## src/rtl/key_debounce_pkg.sv

```systemverilog
// key_debounce_pkg: shared state encoding, 50 MHz default timing constants
// and counter sizing helpers for the key_debounce block.
package key_debounce_pkg;

  // Per-key debounce state machine encoding.
  typedef enum logic [1:0] {
    IDLE      = 2'd0,
    ARMING    = 2'd1,
    PRESSED   = 2'd2,
    DISARMING = 2'd3
  } key_state_e;

  // Default timing at 50 MHz.
  localparam int DEFAULT_DEBOUNCE_CYCLES     = 1_000_000;  // 20 ms
  localparam int DEFAULT_REPEAT_DELAY_CYCLES = 25_000_000; // 500 ms
  localparam int DEFAULT_REPEAT_RATE_CYCLES  = 5_000_000;  // 100 ms

  // Largest of three cycle counts.
  function automatic int max3(input int a, input int b, input int c);
    int m;
    m = a;
    if (b > m) begin
      m = b;
    end else begin
      m = m;
    end
    if (c > m) begin
      m = c;
    end else begin
      m = m;
    end
    return m;
  endfunction

  // Counter width able to hold (largest cycle count - 1), never below 1 bit.
  function automatic int cnt_width(input int a, input int b, input int c);
    int w;
    w = $clog2(max3(a, b, c));
    if (w < 1) begin
      w = 1;
    end else begin
      w = w;
    end
    return w;
  endfunction

endpackage

```

## src/rtl/key_debounce_channel.sv

```systemverilog
// debounce_channel: one pushbutton channel. Two-flop synchronizer on the raw
// active-low key, a four-state debounce FSM with a hold counter, and
// registered level / press / release outputs.
// Optional feature macro: KEY_DEBOUNCE_AUTOREPEAT_EN adds a repeat counter
// that re-fires the press strobe while the key stays held.
module debounce_channel
  import key_debounce_pkg::*;
#(
  parameter int DEBOUNCE_CYCLES     = DEFAULT_DEBOUNCE_CYCLES,
  parameter int REPEAT_DELAY_CYCLES = DEFAULT_REPEAT_DELAY_CYCLES,
  parameter int REPEAT_RATE_CYCLES  = DEFAULT_REPEAT_RATE_CYCLES
) (
  input  logic CLOCK_50,
  input  logic Resetn,
  input  logic key_raw,
  output logic pressed,
  output logic press_pulse,
  output logic release_pulse
);

  localparam int CNT_W = cnt_width(DEBOUNCE_CYCLES, REPEAT_DELAY_CYCLES, REPEAT_RATE_CYCLES);
  localparam logic [CNT_W-1:0] DEB_LAST = CNT_W'(DEBOUNCE_CYCLES - 1);
  localparam logic [CNT_W-1:0] CNT_ZERO = CNT_W'(1'b0);
  localparam logic [CNT_W-1:0] CNT_ONE  = CNT_W'(1'b1);

  logic             sync_meta_r;
  logic             sync_r;
  logic             key_pressed_s;

  key_state_e       state_r;
  key_state_e       state_s;
  logic [CNT_W-1:0] cnt_r;
  logic [CNT_W-1:0] cnt_s;
  logic             pressed_r;
  logic             pressed_s;
  logic             press_pulse_r;
  logic             press_pulse_s;
  logic             release_pulse_r;
  logic             release_pulse_s;

`ifdef KEY_DEBOUNCE_AUTOREPEAT_EN
  localparam logic [CNT_W-1:0] REP_DELAY_LAST = CNT_W'(REPEAT_DELAY_CYCLES - 1);
  localparam logic [CNT_W-1:0] REP_RATE_LAST  = CNT_W'(REPEAT_RATE_CYCLES - 1);

  logic [CNT_W-1:0] rep_cnt_r;
  logic [CNT_W-1:0] rep_cnt_s;
  logic             rep_phase_r;  // 0: waiting for first repeat, 1: steady rate
  logic             rep_phase_s;
`endif

  // Bring the asynchronous key into the clock domain; reset reads as released.
  always_ff @(posedge CLOCK_50) begin
    if (!Resetn) begin
      sync_meta_r <= 1'b1;
      sync_r      <= 1'b1;
    end else begin
      sync_meta_r <= key_raw;
      sync_r      <= sync_meta_r;
    end
  end

  // Internal polarity: 1 = key held down.
  assign key_pressed_s = ~sync_r;

  // State, counters and registered outputs.
  always_ff @(posedge CLOCK_50) begin
    if (!Resetn) begin
      state_r         <= IDLE;
      cnt_r           <= CNT_ZERO;
      pressed_r       <= 1'b0;
      press_pulse_r   <= 1'b0;
      release_pulse_r <= 1'b0;
`ifdef KEY_DEBOUNCE_AUTOREPEAT_EN
      rep_cnt_r       <= CNT_ZERO;
      rep_phase_r     <= 1'b0;
`endif
    end else begin
      state_r         <= state_s;
      cnt_r           <= cnt_s;
      pressed_r       <= pressed_s;
      press_pulse_r   <= press_pulse_s;
      release_pulse_r <= release_pulse_s;
`ifdef KEY_DEBOUNCE_AUTOREPEAT_EN
      rep_cnt_r       <= rep_cnt_s;
      rep_phase_r     <= rep_phase_s;
`endif
    end
  end

  // Next-state, hold-counter and strobe decode for the debounce FSM.
  always_comb begin
    state_s         = state_r;
    cnt_s           = cnt_r;
    pressed_s       = pressed_r;
    press_pulse_s   = 1'b0;
    release_pulse_s = 1'b0;
`ifdef KEY_DEBOUNCE_AUTOREPEAT_EN
    rep_cnt_s       = rep_cnt_r;
    rep_phase_s     = rep_phase_r;
`endif

    case (state_r)
      IDLE: begin
        cnt_s = CNT_ZERO;
        if (key_pressed_s) begin
          state_s = ARMING;
        end else begin
          state_s = IDLE;
        end
      end

      ARMING: begin
        if (!key_pressed_s) begin
          state_s = IDLE;
          cnt_s   = CNT_ZERO;
        end else if (cnt_r == DEB_LAST) begin
          state_s       = PRESSED;
          cnt_s         = CNT_ZERO;
          pressed_s     = 1'b1;
          press_pulse_s = 1'b1;
`ifdef KEY_DEBOUNCE_AUTOREPEAT_EN
          rep_cnt_s     = CNT_ZERO;
          rep_phase_s   = 1'b0;
`endif
        end else begin
          cnt_s = cnt_r + CNT_ONE;
        end
      end

      PRESSED: begin
        cnt_s = CNT_ZERO;
        if (!key_pressed_s) begin
          state_s = DISARMING;
`ifdef KEY_DEBOUNCE_AUTOREPEAT_EN
          rep_cnt_s   = CNT_ZERO;
          rep_phase_s = 1'b0;
`endif
        end else begin
          state_s = PRESSED;
`ifdef KEY_DEBOUNCE_AUTOREPEAT_EN
          // First repeat after the long delay, then at the steady rate.
          if (!rep_phase_r) begin
            if (rep_cnt_r == REP_DELAY_LAST) begin
              press_pulse_s = 1'b1;
              rep_cnt_s     = CNT_ZERO;
              rep_phase_s   = 1'b1;
            end else begin
              rep_cnt_s = rep_cnt_r + CNT_ONE;
            end
          end else begin
            if (rep_cnt_r == REP_RATE_LAST) begin
              press_pulse_s = 1'b1;
              rep_cnt_s     = CNT_ZERO;
            end else begin
              rep_cnt_s = rep_cnt_r + CNT_ONE;
            end
          end
`endif
        end
      end

      DISARMING: begin
        if (key_pressed_s) begin
          // Bounce back to held: no strobe, repeat timing restarts.
          state_s = PRESSED;
          cnt_s   = CNT_ZERO;
`ifdef KEY_DEBOUNCE_AUTOREPEAT_EN
          rep_cnt_s   = CNT_ZERO;
          rep_phase_s = 1'b0;
`endif
        end else if (cnt_r == DEB_LAST) begin
          state_s         = IDLE;
          cnt_s           = CNT_ZERO;
          pressed_s       = 1'b0;
          release_pulse_s = 1'b1;
        end else begin
          cnt_s = cnt_r + CNT_ONE;
        end
      end

      default: begin
        state_s   = IDLE;
        cnt_s     = CNT_ZERO;
        pressed_s = 1'b0;
      end
    endcase
  end

  assign pressed       = pressed_r;
  assign press_pulse   = press_pulse_r;
  assign release_pulse = release_pulse_r;

endmodule

```

## src/rtl/key_debounce.sv

```systemverilog
// key_debounce: debounced DE2 pushbuttons. One independent debounce_channel
// per KEY line producing a clean level plus one-cycle press/release strobes.
// Optional feature macro: KEY_DEBOUNCE_AUTOREPEAT_EN (auto-repeat PressPulse).
module key_debounce
  import key_debounce_pkg::*;
#(
  parameter int NUM_KEYS            = 4,
  parameter int DEBOUNCE_CYCLES     = DEFAULT_DEBOUNCE_CYCLES,
  parameter int REPEAT_DELAY_CYCLES = DEFAULT_REPEAT_DELAY_CYCLES,
  parameter int REPEAT_RATE_CYCLES  = DEFAULT_REPEAT_RATE_CYCLES
) (
  input  logic                CLOCK_50,
  input  logic                Resetn,
  input  logic [NUM_KEYS-1:0] KEY,
  output logic [NUM_KEYS-1:0] Pressed,
  output logic [NUM_KEYS-1:0] PressPulse,
  output logic [NUM_KEYS-1:0] ReleasePulse
);

  // One fully independent debounce channel per key.
  for (genvar i = 0; i < NUM_KEYS; i++) begin : g_chan
    debounce_channel #(
      .DEBOUNCE_CYCLES     (DEBOUNCE_CYCLES),
      .REPEAT_DELAY_CYCLES (REPEAT_DELAY_CYCLES),
      .REPEAT_RATE_CYCLES  (REPEAT_RATE_CYCLES)
    ) u_chan (
      .CLOCK_50      (CLOCK_50),
      .Resetn        (Resetn),
      .key_raw       (KEY[i]),
      .pressed       (Pressed[i]),
      .press_pulse   (PressPulse[i]),
      .release_pulse (ReleasePulse[i])
    );
  end

endmodule

```

## config.mk

```make
export PLATFORM = sky130hd
export DESIGN_NAME = key_debounce
export DESIGN_NICKNAME = d
export VERILOG_FILES = /design/src/rtl/key_debounce_pkg.sv /design/src/rtl/key_debounce_channel.sv /design/src/rtl/key_debounce.sv
export SDC_FILE = /design/constraint.sdc
export NUM_CORES = 1
export LEC_CHECK = 0
export CAP_MARGIN = 20
export CELL_PAD_IN_SITES_DETAIL_PLACEMENT = 1
export CELL_PAD_IN_SITES_GLOBAL_PLACEMENT = 1
export CORE_MARGIN = 5
export CORE_UTILIZATION = 25
export DETAILED_ROUTE_END_ITERATION = 10
export GPL_ROUTABILITY_DRIVEN = 1
export MAX_ROUTING_LAYER = met4
export PLACE_DENSITY_LB_ADDON = 0.1
export SLEW_MARGIN = 40
export SYNTH_ARGS = -nofsm -noshare
export SYNTH_HDL_FRONTEND = slang
export SYNTH_HIERARCHICAL = 1
export SYNTH_SLANG_ARGS = --single-unit
```

## constraint.sdc

```tcl
create_clock -name CLOCK_50 -period 2.37 [get_ports CLOCK_50]
set_input_delay 0.474 -clock CLOCK_50 [delete_from_list [all_inputs] [get_ports CLOCK_50]]
set_output_delay 0.474 -clock CLOCK_50 [all_outputs]
set_load 0.01 [all_outputs]
```

Yosys cells after proc, flatten, opt, wreduce, memory -nomap -nowiden
Index checks and enable logic that the tools add are counted.

Flip-flop bits (word level): 128. Input bits: 6. Output and inout port bits: 12.

Add/sub/neg operators: 4. Equal/unequal tests: 40. Muxes and demuxes: 68. Bitwise operators: 5. Reduce and logical (&&, ||, !) cells: 28.

Operator list (number): $mux 25 (12); $pmux 25 s3 (4); $add 25x1->25 const B (4); $eq 25x20->1 const B (4); $mux 2 (16); $pmux 2 s4 (4); $mux 1 (28); $ne 2x1->1 const B (12); $reduce_and 5->1 (4); $eq 2x2->1 const B (8); $ne 3x1->1 const B (4); $ne 3x3->1 const B (4); $reduce_and 3->1 (4); $reduce_or 3->1 (4); $eq 2x1->1 const B (4); $logic_not 2->1 (4); $ne 2x2->1 const B (4); $pmux 1 s2 (4); $reduce_and 2->1 (4); $reduce_bool 2->1 (4); $reduce_or 2->1 (4); $not 1->1 (5).

Logic depth before layout (Yosys ltp)
Gate-level depths: netlist of the first run.

Depth in word-level cells: 4. Mapped depth: 6.

Cells and area by module
The synthesis of the first run kept the hierarchy.

Modules (own cells, without submodules): debounce_channel (g_chan[1].u_chan ...) (instances 2, cells each 165, area each 1522.7 um^2, sequential area each 640.6 um^2); debounce_channel (g_chan[3].u_chan) (instances 1, cells each 171, area each 1521.5 um^2, sequential area each 640.6 um^2); debounce_channel (g_chan[0].u_chan) (instances 1, cells each 167, area each 1467.7 um^2, sequential area each 640.6 um^2).

Worst setup path before layout of the first run
OpenSTA, ideal clock, no wires.

Kind: register -> register. From: register g_chan[3].u_chan.cnt_r[0]. To: register g_chan[3].u_chan.cnt_r[22]. Setup time: 66 ps. Arrival: 1912 ps. Required time: 2304 ps. Setup slack: 392 ps. Cell stages (with the launch flop): 6. Period minus slack after synthesis: 1978 ps. Cells stage by stage: dfxtp_1 -> ha_1 -> nand3_4 -> or4_4 -> or4_4 -> a21oi_2.

Longest elaborated chain between the ends: 4.

RTL lines: start: declaration (RTL line key_debounce_channel.sv:32) `logic [CNT_W-1:0] cnt_r;`; start signal: assignment (RTL line key_debounce_channel.sv:79) `cnt_r <= cnt_s;`; $add 25x1->25 or $eq 25x20->1 (tied branches); $mux 25 (*) (RTL line key_debounce_channel.sv:116, key_debounce_channel.sv:171); $mux 25 (on tied branches) (RTL line key_debounce_channel.sv:163, key_debounce_channel.sv:113); $pmux 25 s3 (*) (RTL line key_debounce_channel.sv:102) `case (state_r)`.

Mark *: on every way between the ends. The rest lies on a longest branch, timed or not. A chain may end at the register's enable or synchronous reset.

Final worst setup path of the first run
From: register g_chan[3].u_chan.cnt_r[0]. To: register g_chan[3].u_chan.pressed_r.

Longest elaborated chain between the ends: 3.

RTL lines: $eq 25x20->1 (*) (RTL line key_debounce_channel.sv:116, key_debounce_channel.sv:171); $ne 2x1->1 (no line); $reduce_and 5->1 (no line) (*); end signal: assignment (RTL line key_debounce_channel.sv:80) `pressed_r <= pressed_s;`; end: declaration (RTL line key_debounce_channel.sv:34) `logic pressed_r;`.

Marked as above.

==> results of run 1 <==
## report_power, final
part | total, uW | switching, uW | internal, uW
Clock | 2900 | 987 | 1920
Sequential | 2170 | 5.63 | 2160
Combinational | 39.6 | 19.9 | 19.7
Total | 5110 | 1010 | 4100
## placed cells by master (no fill, tap or decap), types with 17 or more instances in the layout
cell type,n
dfxtp_1,128
nor2_1,66
nand2_1,46
a21oi_1,38
nand4_1,37
nand3_1,31
xnor2_1,28
o31ai_1,27
xor2_1,24
or4_1,23
clkbuf_16,17
inv_1,17
clkdlybuf4s50_1,17
## routing by layer
layer	routed length (um)	global-route usage	share of wire	up-vias
li1	-	-	-	2492
met1	7527	0.1467	0.49	2434
met2	7309	0.1936	0.48	30
met3	309	0.03152	0.020	8
met4	127	0.03412	0.0083	0
met5	0	-	0	-
## worst min path at each step
stage                                             from                            endpoint  slack (ps)  depth (start not counted)
2_1_floorplan  g_chan[0].u_chan/sync_meta_r$_SDFF_PN1_  g_chan[0].u_chan/sync_r$_SDFF_PN1_         390                          1
3_3_place_gp   g_chan[1].u_chan/sync_meta_r$_SDFF_PN1_  g_chan[1].u_chan/sync_r$_SDFF_PN1_         390                          1
3_5_place_dp   g_chan[2].u_chan/sync_meta_r$_SDFF_PN1_  g_chan[2].u_chan/sync_r$_SDFF_PN1_         390                          1
4_1_cts        g_chan[2].u_chan/sync_meta_r$_SDFF_PN1_  g_chan[2].u_chan/sync_r$_SDFF_PN1_         410                          1
5_1_grt        g_chan[1].u_chan/sync_meta_r$_SDFF_PN1_  g_chan[1].u_chan/sync_r$_SDFF_PN1_         420                          1
6_report       g_chan[2].u_chan/sync_meta_r$_SDFF_PN1_  g_chan[2].u_chan/sync_r$_SDFF_PN1_         410                          1
## cells by family after synthesis
logic type	count (synthesis)	share of synthesized area
and+or+nand+nor	333	0.3228
DFF	128	0.4246
AOI/OAI and AO/OA	104	0.1180
xor gates and xnor gates	52	0.07547
buffers and inverters	47	0.05080
adders and majority gates	4	0.008294
## state kept, by name, indices dropped and copies added, names as in the netlist, named ones only
signal                       flops
g_chan.u_chan/cnt_r            100
g_chan.u_chan/press_pulse        4
g_chan.u_chan/pressed            4
g_chan.u_chan/release_pulse      4
g_chan.u_chan/state_r            4
g_chan.u_chan/sync_meta_r        4
g_chan.u_chan/sync_r             4
## area by class of cell
cell class                      instances  area, um^2  share of cell area
Clock buffer                           21       460.4             0.06460
Clock inverter                         11       185.2             0.02598
Inverter                               17       63.81            0.008952
Multi-Input combinational cell        493        3177              0.4457
Sequential cell                       128        2562              0.3595
Tap cell                              319       399.1             0.05599
Timing Repair Buffer                   30       280.3             0.03932
## stage by stage
step / utilization / hold WS (ps) / power, uW / cells
4_1_cts: 0.3019 / 408.4 / 5215 / 1019
2_1_floorplan: - / 386.3 / 2231 / 668
3_5_place_dp: 0.2745 / 394.4 / 2254 / 987
5_1_grt: 0.3019 / 419.6 / 5305 / 1019
6_report: 0.3019 / 406.0 / 5109 / 1019
3_3_place_gp: 0.2745 / 390.4 / 2253 / 987
## worst reg2reg max path, cell delays in order, from the launching register on
cell	delay (ps)
dfxtp_1	380
ha_1	270
nand3_4	170
or4_1	600
or2_1	270
a311o_1	360
==> results.toml, run 1 <==
[cells_and_area]
n_fill_cell = 2747
fin_nets = 697
syn2layout_area_growth_pct = 18.12
fin_area_um2 = 7128
diodes = 0
layout-drive-gt1-share = 0.1057

[pwr]
pwr_density_cell_nw_per_um2 = 716.8
ir_drop_v = 0.0003386
p_leak_uw = 0.002127

[sta]
worst_slew_pin_slew_ps = 611.8
rsz0062_at_grt = "no"
setup_viol = 0
fin_crit_ps = 2157
setup_slack_ps = 212.7
fmax_ghz = 0.4635
finalSetupTns_ps = 0
finalCritPeriodShare = 0.9103
relSlewSlack = 0.5921
report.final.slew_viol_count = 0
worst_clock_skew_ps = 10.90
final-hold-violation-count = 0

[cts]
cts_setup_buffers = 0
clk_pin_slew_ps = 60
cts_buffers = 17
clk_latency_ps = 420
clock_path_buffers = 2
postCtsHoldBufs = 0
cts_resized = 0
cts.sinks = 128
cts_htree_levels = 4
root_buffer = "clkbuf_16"
cts_tree = "done"

[yosys]
ys_types = 47
synth_top_cell_by_area = "dfxtp_1"
ys_warn_count = 6
synth_top_flop_cell = "dfxtp_1"
ys_top_cells_by_area = "dfxtp_1 42%, nor2_1 4.1%, xnor2_1 4.1%"
synth_common_cells = "128 x dfxtp_1, 66 x nor2_1, 46 x nand2_1"
synth_seq_area_share = 0.4246
async_flop_share = 0
synth_area_um2 = 6035
syn-instance-count = 668
synth_edf_count = 0
syn_avg_cell_area_um2 = 9.034
yosysTopAreaCellShare = 0.4246
ys_ff_latch = 128
syn_nets = 678
yosysMostFrequentCell = "dfxtp_1"

[placed_design]
gp_congestion = 0.7568
hpwlAfterDp_um = 10910
io_buffers = 17
dpl_cell_area_um2 = 6482
dp_slack_ps = 217.0

[die]
rows = 56
io_pins = 18
start_util = 0.2556
die_h_um = 165.4
dieArea_um2 = 27350
coreArea_um2 = 23610
chipWidth_um = 165.4

[global_route]
grt_pass1_vias = 5108
grt_usage = 0.1192
antenna_found_initial = 0
grt_max_degree = 23
grt_pass1_wl_um = 25490
gr-total-overflow = 0

[drt]
via_per_inst = 4.871
drt_iter0_drc = 175
vias = 4964
wl_per_cell_um = 14.99
wl_um = 15270
drt_pass1_iterations = 4
drcViolationCount = 0
postRouteAntennaNets = 0

[critical_path]
r2r_start = "g_chan[3].u_chan/cnt_r[0]$_SDFF_PN0_"
r2r_cells = 5
endpoint = "g_chan[3].u_chan/pressed$_SDFFE_PN0P_"
required_ps = 2670
crit_family = "simple AND/OR/NAND/NOR gates"
crit_buf_inv = 0
r2r_slack_ps = 210
crit_arrival_ps = 2450
crit_start = "g_chan[3].u_chan/cnt_r[0]$_SDFF_PN0_"
cp-start-kind = "register"
cpMaxStageDelayCell = "or4_1"
worstPathMaxFanout = 9
r2r_end = "g_chan[3].u_chan/pressed$_SDFFE_PN0P_"
worst_path_largest_cell_delay_ps = 590
path_class = "register to register"
endpoint_kind = "register"
path_cells = "ha_1 > nand3_4 > or4_1 > or2_1 > a311o_1"
crit_cells = 5

[run_status]
status = "finished clean"

[worst_hold_path]
hold_path_class = "register to register"

[run]
max_cap_violations = 0
Power figures use the tool's default switching activity.
==> run 2: changes to the inputs <==
- ABC_AREA: unset -> 1
- CAP_MARGIN: 20 -> unset
==> run 2 against run 1 <==
  * Power decreased by 5.4%
  * Register-to-register slack improved by 390 ps
  * First-iteration DRC count is 42% higher
  * Die area rose by 9.1%
  * Critical path type is now register to output port
  * Global-route usage up 0.46 points
==> results.toml, run 2 <==
[placed_design]
io_buffers = 17
dpl_cell_area_um2 = 7138
gp_congestion = 0.7310
hpwlAfterDp_um = 13370

[global_route]
use_met1 = 0.1638
met2_usage = 0.1929
grt_usage = 0.1238
grt_pass1_vias = 5929
grt_pass1_wl_um = 29730
antenna_found_initial = 0
grt_util_met3 = 0.02686
grt_max_degree = 26
gr-total-overflow = 0
busiest_layer = "met2"

[sta]
worst_slew_pin_slew_ps = 529.9
finalCritPeriodShare = 0.7671
fin_crit_ps = 1818
report.final.slew_viol_count = 0
fmax_ghz = 0.5501
rsz0062_at_grt = "no"
final-hold-violation-count = 0
setup_viol = 0
finalSetupTns_ps = 0
relSlewSlack = 0.6460
worst_clock_skew_ps = 10.68

[die]
chipWidth_um = 172.7
start_util = 0.2540
io_pins = 18
die_h_um = 172.7
coreArea_um2 = 26060
rows = 59
dieArea_um2 = 29830

[cts]
cts_tree = "done"
cts_resized = 0
root_buffer = "clkbuf_16"
cts_buffers = 17
cts.sinks = 128
clk_pin_slew_ps = 60
clk_latency_ps = 420
postCtsHoldBufs = 0
clock_path_buffers = 2
cts_setup_buffers = 0
cts_htree_levels = 4

[run_status]
status = "finished clean"

[yosys]
syn-instance-count = 978
yosysMostFrequentCell = "nand2_1"
synth_top_flop_cell = "dfxtp_1"
synth_top_family_by_area = "simple AND/OR/NAND/NOR gates"
ys_top_cells_by_area = "dfxtp_1 39%, nand2_1 14%, nor2_1 13%"
ys_warn_count = 6
synth_edf_count = 0
syn_avg_cell_area_um2 = 6.769
synth_xor_area_frac = 0.06218
synth-compound-area-share = 0.02419
synth_top_cell_by_area = "dfxtp_1"
synth_seq_area_share = 0.3871
synthMuxAreaShare = 0
ys_ff_latch = 128
ys_types = 31
yosysTopAreaCellShare = 0.3871
synthSimpleGateAreaFrac = 0.4300
synth_area_um2 = 6620
synthAdderAreaFrac = 0.007560
synth_common_cells = "245 x nand2_1, 231 x nor2_1, 128 x dfxtp_1"
syn_nets = 988
async_flop_share = 0

[critical_path]
worstPathMaxFanout = 2
crit_buf_inv = 1
path_cells = "clkdlybuf4s50_1"
cpMaxStageDelayCell = "clkdlybuf4s50_1"
crit_family = "buffers and inverters"
crit_start = "g_chan[2].u_chan/pressed$_SDFFE_PN0P_"
path_class = "register to output port"
r2r_start = "g_chan[0].u_chan/cnt_r[0]$_SDFF_PN0_"
cp-start-kind = "register"
endpoint_kind = "output port"
worst_path_largest_cell_delay_ps = 560
required_ps = 1900
crit_arrival_ps = 1340

[drt]
via_per_inst = 4.189
drcViolationCount = 0
postRouteAntennaNets = 0
drt_iter0_drc = 248
wl_um = 17370
wl_per_cell_um = 12.80
drt_pass1_iterations = 4
vias = 5684

[worst_hold_path]
hold_path_class = "register to register"
hold_start = "g_chan[2].u_chan/sync_meta_r$_SDFF_PN1_"

[pwr]
ir_drop_v = 0.0003680
finalPower_uw = 4833
p_leak_uw = 0.002891
pwr_density_cell_nw_per_um2 = 625.9

[cells_and_area]
layout_common_cells = "245 x nand2_1, 231 x nor2_1, 128 x dfxtp_1"
top_register = "g_chan.u_chan/cnt_r"
fin_nets = 1019
largest_reg_flops = 100
fin_area_um2 = 7722
layout-drive-gt1-share = 0.1047
diodes = 0
syn2layout_area_growth_pct = 16.65
mostFrequentLayoutCell = "nand2_1"

[run]
max_cap_violations = 0
==> run 2: cell count changes after synthesis, moves of 19 or more <==
cell     before  now
a21oi_1      38    2
inv_1        17  126
nand2_1      46  245
nand4_1      37   18
nor2_1       66  231
nor2_2        0   21
o31ai_1      27    0
or4_1        23    0
==> run 2: area by class of cell <==
cell class | count | area (um^2)
Clock inverter | 10 | 110.1
Fill cell | 3279 | 18340
Multi-Input combinational cell | 711 | 3468
Sequential cell | 128 | 2562
Tap cell | 335 | 419.2
Inverter | 130 | 488.0
Timing Repair Buffer | 21 | 200.2
Clock buffer | 22 | 474.2
==> run 2: cells by family after synthesis <==
group,Yosys count
adder cells (fa/ha/maj),4
flip-flops,128
XOR/XNOR,47
AO/OA/AOI/OAI,28
buffers and inverters,139
AND/OR/NAND/NOR,632
==> run 2: through the flow <==
stage          hold WS [ps]  cells  utilization  setup WS (ps)
6_report              408.7   1357       0.2963          552.0
5_1_grt               422.7   1357       0.2963          396.9
4_1_cts               412.7   1357       0.2963          510.1
3_5_place_dp          400.6   1325       0.2739          185.3
3_3_place_gp          396.4   1325       0.2739          230.2
2_1_floorplan         392.5    978            -          895.3
==> run 2: final timing paths <==
path / end / slack (ps) / cells after the start
worst max-delay path: Pressed[2] / 550 / 1
worst min-delay path: g_chan[2].u_chan/sync_r$_SDFF_PN1_ / 410 / 1
worst max register to register: g_chan[0].u_chan/cnt_r[19]$_SDFF_PN0_ / 600 / 8
worst min register to register: g_chan[2].u_chan/sync_r$_SDFF_PN1_ / 410 / 1
==> run 2: metal layers <==
metal  up-vias  part of all wire
li1       3040                 -
met1      2597              0.53
met2        35              0.45
met3        12             0.017
met4         0            0.0081
met5         -                 0
==> run 2: report_power, final <==
part | switching [uW] | leakage [uW] | internal (uW)
Sequential | 6.25 | 0.00103 | 2160
Clock | 1000 | 0.000290 | 1630
Combinational | 21.5 | 0.00157 | 17.2
Total | 1030 | 0.00289 | 3800
==> run 3: changes to the inputs <==
- clock period: 2.37 -> 1.85 ns (I/O delays scaled with it)
==> run 3 against run 2 <==
  * Wire length rose by 1.7%
  * Critical path type unchanged
  * Global-route usage rose by 0.071 points
  * Largest cell class unchanged
  * Count of clock-buffer cells in the layout fell by 4
  * Worst setup slack got worse by 410 ps
  * Cell count rose by 1.2%
  * Core utilization rose by 0.91 points
  * Sequential cell count did not move
  * First-iteration DRC count fell by 8.5%
  * Sequential share of layout area fell by 0.99 points
==> results.toml, run 3 (synthesized netlist as in run 2, its figures left out) <==
[run_status]
status = "finished clean"

[critical_path]
worstPathMaxFanout = 2
crit_start = "g_chan[2].u_chan/pressed$_SDFFE_PN0P_"
required_ps = 1480
crit_family = "buffers and inverters"
cpMaxStageDelayCell = "clkdlybuf4s50_1"
r2r_slack_ps = 200
endpoint_kind = "output port"
r2r_cells = 8
path_class = "register to output port"
cp-start-kind = "register"
path_cells = "clkdlybuf4s50_1"
r2r_end = "g_chan[0].u_chan/cnt_r[24]$_SDFF_PN0_"
worst_path_largest_cell_delay_ps = 550
r2r_start = "g_chan[0].u_chan/cnt_r[0]$_SDFF_PN0_"
crit_arrival_ps = 1340
crit_buf_inv = 1

[cells_and_area]
largest_reg_flops = 100
fin_util = 0.3054
layout-drive-gt1-share = 0.1204
diodes = 0
fin_nets = 1035
fin_area_um2 = 7959
layout_common_cells = "245 x nand2_1, 231 x nor2_1, 128 x dfxtp_1"
top_register = "g_chan.u_chan/cnt_r"
layout.cells.non_filler = 1373
syn2layout_area_growth_pct = 20.22
mostFrequentLayoutCell = "nand2_1"

[cts]
cts_htree_levels = 4
cts_setup_buffers = 0
cts_resized = 0
cts.sinks = 128
postCtsHoldBufs = 0
cts_tree = "done"
clock_path_buffers = 2
clk_pin_slew_ps = 60
root_buffer = "clkbuf_16"
cts_buffers = 17
clk_latency_ps = 420

[placed_design]
io_buffers = 17
dpl_cell_area_um2 = 7308
hpwlAfterDp_um = 13450
dp.cells = 1341
gp_congestion = 0.7224

[sta]
rsz0062_at_grt = "no"
report.final.slew_viol_count = 0
finalCritPeriodShare = 0.9217
fin_crit_ps = 1705
final-hold-violation-count = 0
setup_viol = 0
fmax_ghz = 0.5864
worst_clock_skew_ps = 12.48
finalSetupTns_ps = 0
relSlewSlack = 0.6908
worst_slew_pin_slew_ps = 460.2

[drt]
drcViolationCount = 0
wl_per_cell_um = 12.87
via_per_inst = 4.161
postRouteAntennaNets = 0
drt_iter0_drc = 227
vias = 5713
wl_um = 17660
drt_pass1_iterations = 4

[die]
rows = 59
coreArea_um2 = 26060
die_h_um = 172.7
start_util = 0.2540
io_pins = 18
chipWidth_um = 172.7
dieArea_um2 = 29830

[global_route]
grt_usage = 0.1246
grt_max_degree = 26
gr-total-overflow = 0
grt_pass1_vias = 5932
antenna_found_initial = 0
grt_pass1_wl_um = 29930

[pwr]
p_leak_uw = 0.003023
pwr_density_cell_nw_per_um2 = 826.8
pwr-share-seq = 0.422
p_int_uw = 5222
power.switching_uw = 1358
switching_share = 0.2064
finalPower_uw = 6580
power_frac_comb = 0.009
p_clk_frac = 0.570
ir_drop_v = 0.0005004

[worst_hold_path]
holdPathEnd = "g_chan[2].u_chan/sync_r$_SDFF_PN1_"
hold_path_class = "register to register"
hold_start = "g_chan[2].u_chan/sync_meta_r$_SDFF_PN1_"
worstHoldPathCells = 1

[run]
max_cap_violations = 0
==> run 3: worst max path at each step <==
stage	end	depth (start not counted)
floorplan	g_chan[0].u_chan/cnt_r[16]$_SDFF_PN0_	9
global placement	g_chan[1].u_chan/cnt_r[7]$_SDFF_PN0_	7
detailed placement	g_chan[2].u_chan/cnt_r[2]$_SDFF_PN0_	7
CTS	Pressed[2]	1
global route	g_chan[0].u_chan/cnt_r[5]$_SDFF_PN0_	8
finish	Pressed[2]	1
==> run 3: power by group through the flow <==
| stage | logic (uW) | registers (uW) | clock network, uW |
|---|---|---|---|
| floorplan | 25.1 | 2830 | 0 |
| global placement | 57.9 | 2840 | 0 |
| detailed placement | 58.0 | 2840 | 0 |
| CTS | 58.2 | 2770 | 3910 |
| global route | 63.8 | 2770 | 4010 |
| finish | 56.4 | 2780 | 3750 |
==> run 3: final cells by class <==
cell class	count	area, um^2
Fill cell	3277	18100
Multi-Input combinational cell	711	3468
Sequential cell	128	2562
Inverter	130	488.0
Clock buffer	18	439.2
Tap cell	335	419.2
Timing Repair Buffer	37	370.4
Clock inverter	14	211.5
==> run 3: per-stage QoR <==
stage | hold WS (ps) | setup slack [ps]
2_1_floorplan | 392.5 | 375.3
4_1_cts | 412.3 | 105.7
6_report | 410.9 | 144.8
3_3_place_gp | 394.7 | 68.26
3_5_place_dp | 398.9 | 22.66
5_1_grt | 424.6 | 46.77
==> run 3: per-layer routing <==
layer / global-route usage / part of all wire
met1: 0.1651 / 0.53
met2: 0.1944 / 0.45
met3: 0.02336 / 0.017
met4: 0.03636 / 0.0095
met5: - / 0
